[src/rtl/hazard_pkg.sv]
// Shared types and constants for the pipeline hazard controller.
package hazard_pkg;

    typedef enum logic [1:0] {
        INIT     = 2'd0,
        RUN      = 2'd1,
        MEM_WAIT = 2'd2,
        ERROR    = 2'd3
    } hazardState_e;

    localparam int REG_ADDR_W_DEFAULT = 5;
    localparam int PERF_CNT_W         = 32;

endpackage

[src/rtl/hazard_controller_load_use_detect.sv]
// Combinational load-use detector: a load in EX whose destination feeds the instruction in ID.
module load_use_detect
    import hazard_pkg::*;
#(
    parameter int REG_ADDR_W = REG_ADDR_W_DEFAULT
) (
    input  logic                  memRead,
    input  logic [REG_ADDR_W-1:0] exRegRt,
    input  logic [REG_ADDR_W-1:0] idRegRs,
    input  logic [REG_ADDR_W-1:0] idRegRt,
    output logic                  hazard
);

    // Register 0 is hardwired, so a load targeting it never creates a dependency.
    assign hazard = memRead && (exRegRt != '0) &&
                    ((exRegRt == idRegRs) || (exRegRt == idRegRt));

endmodule

[src/rtl/hazard_controller.sv]
// Pipeline sequencing controller: load-use bubbles, branch flushes, memory-wait freeze with watchdog.
// Optional performance counters are enabled by defining HAZARD_PERF_CNT_EN.
module hazard_controller
    import hazard_pkg::*;
#(
    parameter int REG_ADDR_W  = REG_ADDR_W_DEFAULT,
    parameter int INIT_CYCLES = 2,
    parameter int MEM_TIMEOUT = 16
) (
    input  logic                  clk_i,
    input  logic                  rst_i,
    input  logic                  ID_EX_MemRead,
    input  logic [REG_ADDR_W-1:0] ID_EX_RegisterRt,
    input  logic [REG_ADDR_W-1:0] IF_ID_RegisterRs,
    input  logic [REG_ADDR_W-1:0] IF_ID_RegisterRt,
    input  logic                  branch_taken_i,
    input  logic                  dmem_req_i,
    input  logic                  dmem_ready_i,
    output logic                  PCWrite_o,
    output logic                  IF_ID_Write_o,
    output logic                  pipe_hold_o,
    output logic                  IF_ID_Flush_o,
    output logic                  ID_EX_Flush_o,
    output logic                  EX_MEM_Flush_o,
`ifdef HAZARD_PERF_CNT_EN
    output logic [PERF_CNT_W-1:0] load_stall_cnt_o,
    output logic [PERF_CNT_W-1:0] flush_cnt_o,
    output logic [PERF_CNT_W-1:0] mem_wait_cnt_o,
`endif
    output logic                  mem_timeout_o
);

    localparam int WAIT_W = $clog2(MEM_TIMEOUT + 1);
    localparam int INIT_W = $clog2(INIT_CYCLES + 1);

    hazardState_e      state, stateNext;
    logic [INIT_W-1:0] initCnt, initCntNext;
    logic [WAIT_W-1:0] waitCnt, waitCntNext;
    logic              memTimeout, memTimeoutNext;
    logic              loadUseHazard;
    logic              evalHazards;
    logic              loadStallEvt;
    logic              flushEvt;

    load_use_detect #(
        .REG_ADDR_W(REG_ADDR_W)
    ) uLoadUseDetect (
        .memRead (ID_EX_MemRead),
        .exRegRt (ID_EX_RegisterRt),
        .idRegRs (IF_ID_RegisterRs),
        .idRegRt (IF_ID_RegisterRt),
        .hazard  (loadUseHazard)
    );

    always_ff @(posedge clk_i) begin
        if (!rst_i) begin
            state      <= INIT;
            initCnt    <= '0;
            waitCnt    <= '0;
            memTimeout <= 1'b0;
        end else begin
            state      <= stateNext;
            initCnt    <= initCntNext;
            waitCnt    <= waitCntNext;
            memTimeout <= memTimeoutNext;
        end
    end

    always_comb begin
        stateNext      = state;
        initCntNext    = initCnt;
        waitCntNext    = waitCnt;
        memTimeoutNext = memTimeout;
        evalHazards    = 1'b0;
        loadStallEvt   = 1'b0;
        flushEvt       = 1'b0;
        PCWrite_o      = 1'b0;
        IF_ID_Write_o  = 1'b0;
        pipe_hold_o    = 1'b0;
        IF_ID_Flush_o  = 1'b0;
        ID_EX_Flush_o  = 1'b0;
        EX_MEM_Flush_o = 1'b0;

        case (state)
            INIT: begin
                IF_ID_Flush_o  = 1'b1;
                ID_EX_Flush_o  = 1'b1;
                EX_MEM_Flush_o = 1'b1;
                if (initCnt == INIT_W'(INIT_CYCLES - 1)) begin
                    stateNext   = RUN;
                    initCntNext = '0;
                end else begin
                    initCntNext = initCnt + 1'b1;
                end
            end
            RUN: begin
                // A stalled memory access freezes MEM, so a branch there must wait for release.
                if (dmem_req_i && !dmem_ready_i) begin
                    pipe_hold_o = 1'b1;
                    waitCntNext = WAIT_W'(1);
                    if (MEM_TIMEOUT <= 1) begin
                        stateNext      = ERROR;
                        memTimeoutNext = 1'b1;
                    end else begin
                        stateNext = MEM_WAIT;
                    end
                end else begin
                    evalHazards = 1'b1;
                end
            end
            MEM_WAIT: begin
                if (dmem_ready_i) begin
                    stateNext   = RUN;
                    waitCntNext = '0;
                    evalHazards = 1'b1;
                end else begin
                    pipe_hold_o = 1'b1;
                    if (int'(waitCnt) < MEM_TIMEOUT) begin
                        waitCntNext = waitCnt + 1'b1;
                    end
                    if (int'(waitCnt) + 1 >= MEM_TIMEOUT) begin
                        stateNext      = ERROR;
                        memTimeoutNext = 1'b1;
                    end
                end
            end
            ERROR: begin
                pipe_hold_o = 1'b1;
            end
            default: begin
                stateNext = INIT;
            end
        endcase

        // Branch beats load-use: the flushed ID instruction no longer needs the bubble.
        if (evalHazards) begin
            if (branch_taken_i) begin
                PCWrite_o      = 1'b1;
                IF_ID_Write_o  = 1'b1;
                IF_ID_Flush_o  = 1'b1;
                ID_EX_Flush_o  = 1'b1;
                EX_MEM_Flush_o = 1'b1;
                flushEvt       = 1'b1;
            end else if (loadUseHazard) begin
                ID_EX_Flush_o = 1'b1;
                loadStallEvt  = 1'b1;
            end else begin
                PCWrite_o     = 1'b1;
                IF_ID_Write_o = 1'b1;
            end
        end

        if (!rst_i) begin
            PCWrite_o      = 1'b0;
            IF_ID_Write_o  = 1'b0;
            pipe_hold_o    = 1'b0;
            IF_ID_Flush_o  = 1'b1;
            ID_EX_Flush_o  = 1'b1;
            EX_MEM_Flush_o = 1'b1;
            loadStallEvt   = 1'b0;
            flushEvt       = 1'b0;
        end
    end

    assign mem_timeout_o = memTimeout;

`ifdef HAZARD_PERF_CNT_EN
    logic [PERF_CNT_W-1:0] loadStallCnt, flushCnt, memWaitCnt;

    always_ff @(posedge clk_i) begin
        if (!rst_i) begin
            loadStallCnt <= '0;
            flushCnt     <= '0;
            memWaitCnt   <= '0;
        end else begin
            if (loadStallEvt) loadStallCnt <= loadStallCnt + 1'b1;
            if (flushEvt)     flushCnt     <= flushCnt + 1'b1;
            if (pipe_hold_o)  memWaitCnt   <= memWaitCnt + 1'b1;
        end
    end

    assign load_stall_cnt_o = loadStallCnt;
    assign flush_cnt_o      = flushCnt;
    assign mem_wait_cnt_o   = memWaitCnt;
`endif

endmodule

[config.mk]
export PLATFORM = sky130hd
export DESIGN_NAME = hazard_controller
export DESIGN_NICKNAME = d
export VERILOG_FILES = /design/src/rtl/hazard_pkg.sv /design/src/rtl/hazard_controller_load_use_detect.sv /design/src/rtl/hazard_controller.sv
export SDC_FILE = /design/constraint.sdc
export NUM_CORES = 1
export LEC_CHECK = 0
export CAP_MARGIN = 10
export CELL_PAD_IN_SITES_DETAIL_PLACEMENT = 1
export CELL_PAD_IN_SITES_GLOBAL_PLACEMENT = 1
export CORE_UTILIZATION = 33
export DETAILED_ROUTE_END_ITERATION = 10
export HOLD_SLACK_MARGIN = 0.15
export PLACE_DENSITY_LB_ADDON = 0.3
export RECOVER_POWER = 50
export SETUP_SLACK_MARGIN = 0.15
export SLEW_MARGIN = 0
export SYNTH_ARGS = -nofsm -noshare
export SYNTH_HDL_FRONTEND = slang
export SYNTH_SLANG_ARGS = --single-unit
[constraint.sdc]
create_clock -name clk_i -period 3.61 [get_ports clk_i]
set_input_delay 0.722 -clock clk_i [delete_from_list [all_inputs] [get_ports clk_i]]
set_output_delay 0.722 -clock clk_i [all_outputs]
set_load 0.02 [all_outputs]
After elaboration in Yosys (flattened, before gate mapping)
Index checks and enable logic that the tools add are counted.

storage, ports and cells
  flip-flop bits (word level) = 10
  logic and storage cells = 61

cells by class
  order comparisons = 2
  bitwise gates (word level) = 1
  equality and inequality tests = 10
  reductions and logical operators = 12
  muxes and demuxes = 29
  $add $sub $neg = 3

operator list
  operator             count
  $mux 1               17
  $mux 5               3
  $eq 5x5->1           2
  $mux 2               5
  $pmux 5 s2           1
  $add 5x1->6 const B  1
  $ge 6x5->1 const B   1
  $ne 3x3->1 const B   2
  $pmux 2 s3           1
  $reduce_and 3->1     2
  $add 5x1->5 const B  1
  $lt 5x5->1 const B   1
  $reduce_bool 5->1    1
  $eq 2x1->1 const B   2
  $eq 2x2->1 const B   2
  $ne 2x2->1 const B   2
  $reduce_and 4->1     1
  $logic_and 1x1->1    3
  $pmux 1 s3           1
  $reduce_bool 3->1    1
  $add 2x1->2 const B  1
  $logic_not 2->1      1
  $pmux 1 s2           1
  $reduce_bool 2->1    1
  3 further kinds      3

Logic depth before layout (Yosys ltp)
Gate-level depths: netlist of run 1.

  depth in word-level cells = 7
  depth in mapped cells = 6
  depth with buffers taken out = 6

Modules after synthesis
From an unflattened synthesis of run 1, not the netlist that was laid out.

unflattened totals
  cells, all modules = 97
  area total of the unflattened synthesis = 770.7 um^2

modules (own cells, without submodules)
  module             cells each  area an instance (um^2)  instances
  hazard_controller  80          645.6                    1
  load_use_detect    17          125.1                    1

Worst setup path after synthesis of run 1
Ideal clock, no wire load.

  path type = input-to-output
  from = input ID_EX_RegisterRt[0]
  to = output PCWrite_o
  slack = 0.982 ns
  arrival = 1.906 ns
  data required time = 2.888 ns
  stages = 4
  buffers on the path = 1
  cells stage by stage = or4_1 -> o21ai_0 -> o311a_1 -> buf_4

between the ends
  word-level cells in the longest chain between the ends = 7

ends and longest elaborated chain
  element                                                       line                                                                              source
  start: declaration                                            hazard_controller.sv:13                                                           input logic [REG_ADDR_W-1:0] ID_EX_RegisterRt,
  $eq 5x5->1 / $reduce_bool 5->1 (equally long branches)        hazard_controller_load_use_detect.sv:16, hazard_controller_load_use_detect.sv:15
  $logic_or 1x1->1 / $logic_and 1x1->1 (equally long branches)  hazard_controller_load_use_detect.sv:16, hazard_controller_load_use_detect.sv:15
  $logic_and 1x1->1 *                                           hazard_controller_load_use_detect.sv:15                                           assign hazard = memRead && (exRegRt != '0) &&
  $mux 1 * (4 in a row)                                         --
  end: declaration                                              hazard_controller.sv:19                                                           output logic PCWrite_o,

Mark *: on every way between the ends. The rest lies on a longest branch, timed or not.

Worst setup path after layout of run 1
  from = input dmem_ready_i
  to = output IF_ID_Flush_o

between the ends
  word-level cells in the longest chain between the ends = 6

ends and longest elaborated chain
  element             line                      source
  start: declaration  hazard_controller.sv:18   input logic dmem_ready_i,
  $logic_not 1->1     hazard_controller.sv:98   if (dmem_req_i && !dmem_ready_i) begin
  $logic_and 1x1->1   hazard_controller.sv:98
  $mux 1              hazard_controller.sv:98
  $pmux 1 s2 *        hazard_controller.sv:84   case (state)
  $mux 1 *            hazard_controller.sv:136  if (evalHazards) begin
  $mux 1 *            hazard_controller.sv:153  if (!rst_i) begin
  end: declaration    hazard_controller.sv:22   output logic IF_ID_Flush_o,

Marks and branches as above.

==> flow_summary_export.csv, run 1 <==
group,metric,value,unit
power_and_ir_drop,peakVddDrop,0.296,mV
place,io_buffers,27,
timing,post-route-period-util,92.8,%
power_and_ir_drop,power_frac_comb,44.5,%
setup_path,reg2reg_setup_slack,1760,ps
cts,holdBufCountCts,0,
timing,rsz0062_at_grt,"no",
synthesis,synthesis.area,771,um2
synthesis,synth_edf_count,0,
place,placedCellCount,147,
setup_path,critPathArrivalTime,2630,ps
cts,clock_path_buffers,2,
cts,cts_root_buf,"clkbuf_4",
final_layout,antennaDiodeCount,0,
timing,clock_skew,3.02,ps
timing,min_period,3350,ps
power_and_ir_drop,p_int,282,uW
global_route,overflow,0,
routing,drtAntennaViolNets,0,
power_and_ir_drop,p_sw,154,uW
cts,cts_htree_levels,1,
routing,via_per_inst,5.20,
final_layout,stdcell_count,151,
power_and_ir_drop,p_leak,0.450,nW
run,cap_violations,0,
global_route,grt_use_total,19.5,%
setup_path,start_kind,"input pin",
timing,hold_ws,434,ps
synthesis,syn_inst,94,
power_and_ir_drop,pwr-share-clk,23.7,%
outcome,outcome,"completed",
final_layout,nFillCells,288,
power_and_ir_drop,power_density,394,mW/mm2
die,coreArea,0.00221,mm2
die,io_pins,28,
cts,cts-resized-gates,1,
routing,drt_wl_total,2160,um
routing,wl_met2,1110,um
routing,vias,785,
die,die_area,0.00253,mm2
synthesis,ys_warn_count,0,
cts,clk_latency,270,ps
place,pre_cts_slack,96.6,ps
place,dpl.hpwl,1800,um
timing,setup_tns,0,ps
routing,route.layer.met1.wl,948,um
timing,setup_ws,258,ps
worst_hold_path,worstHoldPathType,"flip-flop to flip-flop",
cts,cts_setup_buffers,0,
timing,slew_headroom,65.3,%
final_layout,multi_input_area,529,um2
synthesis,syn_nets,120,
cts,cts.clk_slew.worst_paths,70,ps
cts,cts_buffers,3,
synthesis,avgSynthCellArea,8.20,um2
routing,met3_length,91,um
global_route,grt_pass1_vias,842,
synthesis,synth_seq_cells,10,
timing,fmax,298,MHz
place,gp_congestion,0.739,
die,die_y,50.3,um
global_route,antenna_found_initial,0,
final_layout,final_layout_size_suffix_gt1_share,4.88,%
synthesis,ys.flop_type,"dfxtp_1",
timing,finalSetupViolCount,0,
die,start_util,34.8,%
final_layout,fin_nets,150,
synthesis,ys_async_sr_fraction,0,%
setup_path,critical_path_class,"input pin to output pin",
synthesis,synth_top_cell_area_share,26.0,%
timing,hold_viol_final,0,
global_route,grt_max_degree,9,
final_layout,fin_util,49.9,%
cts,cts_tree,"yes",
power_and_ir_drop,p_seq_share,31.8,%
routing,top_layer_used,"met4",
routing,first_pass_iters,2,
power_and_ir_drop,switching_share,35.2,%
die,rows,17,
setup_path,end_kind,"output pin",
synthesis,ys_seq_area_share,26.0,%
synthesis,ys_top_cells_by_count,"10 x dfxtp_1, 10 x xor2_1, 8 x a21oi_1",
cts,clock-sinks,10,
synthesis,ys_types,37,
final_layout,seq_area,200,um2
die,fp.dieW,50.3,um
final_layout,syn2layout_area_growth,43.3,%
timing,tightest_slew,516,ps
timing,finalMaxSlewViolations,0,
routing,wl_per_cell,14.3,um
setup_path,worstPathMaxFanout,7,
routing,drc_errors,0,
synthesis,synth_top_area_cell,"dfxtp_1",
setup_path,worstPathRequired,2890,ps
routing,drt_iter0_drc,3,
synthesis,synth_area_leaders,"dfxtp_1 26%, xor2_1 11%, ha_1 8.1%, a21oi_1 5.2%, o21ai_0 4.5%",
global_route,grt_pass1_wl,3730,um
==> metal layers <==
layer | vias up | GRT usage (%)
met1 | 366 | 23.3
li1 | 400 | -
met4 | 0 | 5.56
met3 | 2 | 5.45
met5 | - | 0
met2 | 17 | 33.8
==> cell type report <==
cell class	instances	share of cell area (%)
Inverter	6	2.04
Timing Repair Buffer	28	25.5
Sequential cell	10	18.1
Clock buffer	4	3.28
Tap cell	28	3.17
Multi-Input combinational cell	75	47.9
==> registers in the layout, summed over array words and instances (netlist names) <==
name / cells
waitCnt: 5
initCnt: 2
state: 2
mem_timeout_o: 1
==> per-stage QoR <==
step	instance area (um2)	power (mW)
after floorplan	771	0.267
final	1100	0.436
after global routing	1100	0.464
after CTS	1100	0.442
after detailed placement	1060	0.335
after global placement	1060	0.331
==> cells by family after synthesis <==
kind of cell / Yosys count / synth area share [%]
AO/OA/AOI/OAI: 29 / 24.4
AND/OR/NAND/NOR: 28 / 20.5
XOR/XNOR: 11 / 12.5
flip-flops: 10 / 26.0
buffers and inverters: 9 / 5.36
adder cells (fa/ha/maj): 5 / 8.12
multiplexers: 2 / 3.25
==> cell usage in the layout (no fill, tap or decap), types with 2 or more instances in the layout <==
cell / n
a21oi_1: 8
and2_1: 2
clkbuf_4: 3
clkdlybuf4s50_1: 21
dfxtp_1: 10
dlygate4sd3_1: 3
dlymetal6s2s_1: 3
ha_1: 5
inv_1: 6
nand2_1: 3
nand2b_1: 4
nor2_1: 7
nor3_1: 3
o21a_1: 2
o21ai_0: 6
or4_1: 2
xor2_1: 10
==> critical path, cell delays in order <==
cell and delay (ps):
dlygate4sd3_1 630, nand2b_1 210, a22o_1 230, a31oi_1 220, inv_1 80, clkdlybuf4s50_1 540
==> power by group through the flow <==
stage / combinational (mW) / clock (mW) / sequential [mW]
floorplan: 0.130 / 0 / 0.137
global placement: 0.191 / 0 / 0.140
detailed placement: 0.195 / 0 / 0.141
CTS: 0.198 / 0.106 / 0.138
global route: 0.214 / 0.109 / 0.141
finish: 0.194 / 0.103 / 0.138
==> worst paths after layout <==
check | from | end | cells after the start
max | dmem_ready_i | IF_ID_Flush_o | 6
min reg2reg | initCnt[1] | initCnt[1] | 2
min | initCnt[1] | initCnt[1] | 2
max reg2reg | waitCnt[0] | state[0] | 5
(Power assumes the default switching activity.)
==> inputs of run 2 (changes only) <==
CORE_UTILIZATION = 35   (was 33)
CTS_BUF_LIST = sky130_fd_sc_hd__clkbuf_4   (was default)
==> flow_summary_export.csv, run 2 (synthesized netlist as in run 1, its figures left out) <==
group,metric,value,unit
final_layout,fin_nets,151,
global_route,overflow,0,
global_route,antenna_found_initial,0,
power_and_ir_drop,p_sw,165,uW
cts,cts_tree,"yes",
place,dpl.hpwl,1860,um
die,rows,16,
final_layout,layout_commonest_cell,"clkdlybuf4s50_1",
power_and_ir_drop,p_int,263,uW
timing,post-route-period-util,94.4,%
timing,finalMaxSlewViolations,0,
die,die_area,0.00239,mm2
cts,cts_buffers,3,
setup_path,end_kind,"output pin",
die,die_y,48.9,um
routing,first_pass_iters,4,
power_and_ir_drop,power_density,385,mW/mm2
power_and_ir_drop,p_leak,0.451,nW
timing,slew_headroom,64.6,%
cts,cts.clk_slew.worst_paths,70,ps
final_layout,antennaDiodeCount,0,
cts,cts_htree_levels,1,
final_layout,regMostFlops,"waitCnt",
global_route,grt_use_met1,26.8,%
die,fp.dieW,48.9,um
global_route,busiest_layer,"met2",
setup_path,critical_path_class,"input pin to output pin",
setup_path,reg2reg_setup_slack,1810,ps
final_layout,syn2layout_area_growth,44.0,%
power_and_ir_drop,power_frac_comb,47.5,%
setup_path,worstPathMaxFanout,7,
routing,drtAntennaViolNets,0,
power_and_ir_drop,p_seq_share,32.6,%
power_and_ir_drop,p_total,427,uW
setup_path,start_kind,"input pin",
global_route,grt_use_total,22.1,%
final_layout,largest_reg_flops,5,
place,io_buffers,27,
cts,holdBufCountCts,0,
routing,vias,800,
power_and_ir_drop,switching_share,38.5,%
global_route,grt_pass1_vias,889,
die,start_util,38.1,%
die,coreArea,0.00202,mm2
timing,rsz0062_at_grt,"no",
place,placedCellCount,147,
power_and_ir_drop,pwr-share-clk,19.9,%
timing,clock_skew,1.84,ps
routing,drt_wl_total,2290,um
outcome,outcome,"completed",
global_route,grt_max_degree,9,
cts,clock_path_buffers,2,
setup_path,worstPathRequired,2890,ps
run,cap_violations,0,
timing,finalSetupViolCount,0,
cts,clock-sinks,10,
power_and_ir_drop,peakVddDrop,0.350,mV
place,gp_congestion,0.787,
final_layout,fin_util,54.9,%
final_layout,final_layout_size_suffix_gt1_share,5.65,%
routing,via_per_inst,5.30,
cts,clk_latency,280,ps
timing,setup_tns,0,ps
final_layout,reg_top3,"waitCnt: 5 flops, initCnt: 2 flops, state: 2 flops",
timing,tightest_slew,525,ps
setup_path,critPathArrivalTime,2690,ps
global_route,grt_use_met2,37.3,%
routing,wl_per_cell,15.2,um
routing,drc_errors,0,
final_layout,stdcell_count,151,
timing,hold_viol_final,0,
global_route,grt_pass1_wl,4060,um
routing,drt_iter0_drc,7,
timing,fmax,293,MHz
cts,cts_root_buf,"clkbuf_4",
worst_hold_path,worstHoldPathType,"flip-flop to flip-flop",
global_route,grt_use_met3,5.30,%
final_layout,final_cell_mix,"20 x clkdlybuf4s50_1, 10 x xor2_1, 10 x dfxtp_1",
timing,min_period,3410,ps
die,io_pins,28,
-- run 2: repair_timing --
item                                    CTS  global route
setup buffers                             0             0
resized for setup                         1             5
endpoints found under the setup margin    2             5
-- run 2: path summary, 6_finish.rpt --
kind                startpoint             end  depth (start not counted)
setup / recovery  dmem_ready_i  EX_MEM_Flush_o                          6
hold / removal      initCnt[1]      initCnt[1]                          2
setup reg to reg    waitCnt[0]        state[0]                          5
hold reg to reg     initCnt[1]      initCnt[1]                          2
-- run 2: cell type report --
type	count	area, um2
Tap cell	27	33.8
Clock buffer	3	22.5
Inverter	6	22.5
Timing Repair Buffer	29	292
Sequential cell	10	200
Clock inverter	1	3.75
Fill cell	247	912
Multi-Input combinational cell	75	536
-- run 2: metrics by stage --
| stage | setup WS, ps | area [um2] | hold slack [ps] |
|---|---|---|---|
| detailed placement | 92.8 | 1070 | 432 |
| global placement | 173 | 1070 | 414 |
| floorplan | 982 | 771 | 407 |
| CTS | 161 | 1100 | 463 |
| finish | 202 | 1110 | 455 |
| global route | 110 | 1110 | 470 |
-- run 2: per-layer routing --
metal  wire length, um  vias up
met3                96        7
met5                 0        -
met1              1010      374
li1                  -      399
met2              1140       20
met4                45        0
-- run 2: power groups by stage --
stage / Combinational, mW / Sequential [mW] / Clock (mW)
after floorplan: 0.130 / 0.137 / 0
after global placement: 0.191 / 0.140 / 0
after global routing: 0.224 / 0.141 / 0.0951
after CTS: 0.204 / 0.139 / 0.0859
final: 0.203 / 0.139 / 0.0849
after detailed placement: 0.201 / 0.142 / 0
-- run 2: worst max-delay path: stages --
cell and delay, ps:
dlygate4sd3_1 640, nand2b_1 200, a22o_1 260, a31oi_2 240, inv_1 90, clkdlybuf4s50_1 540
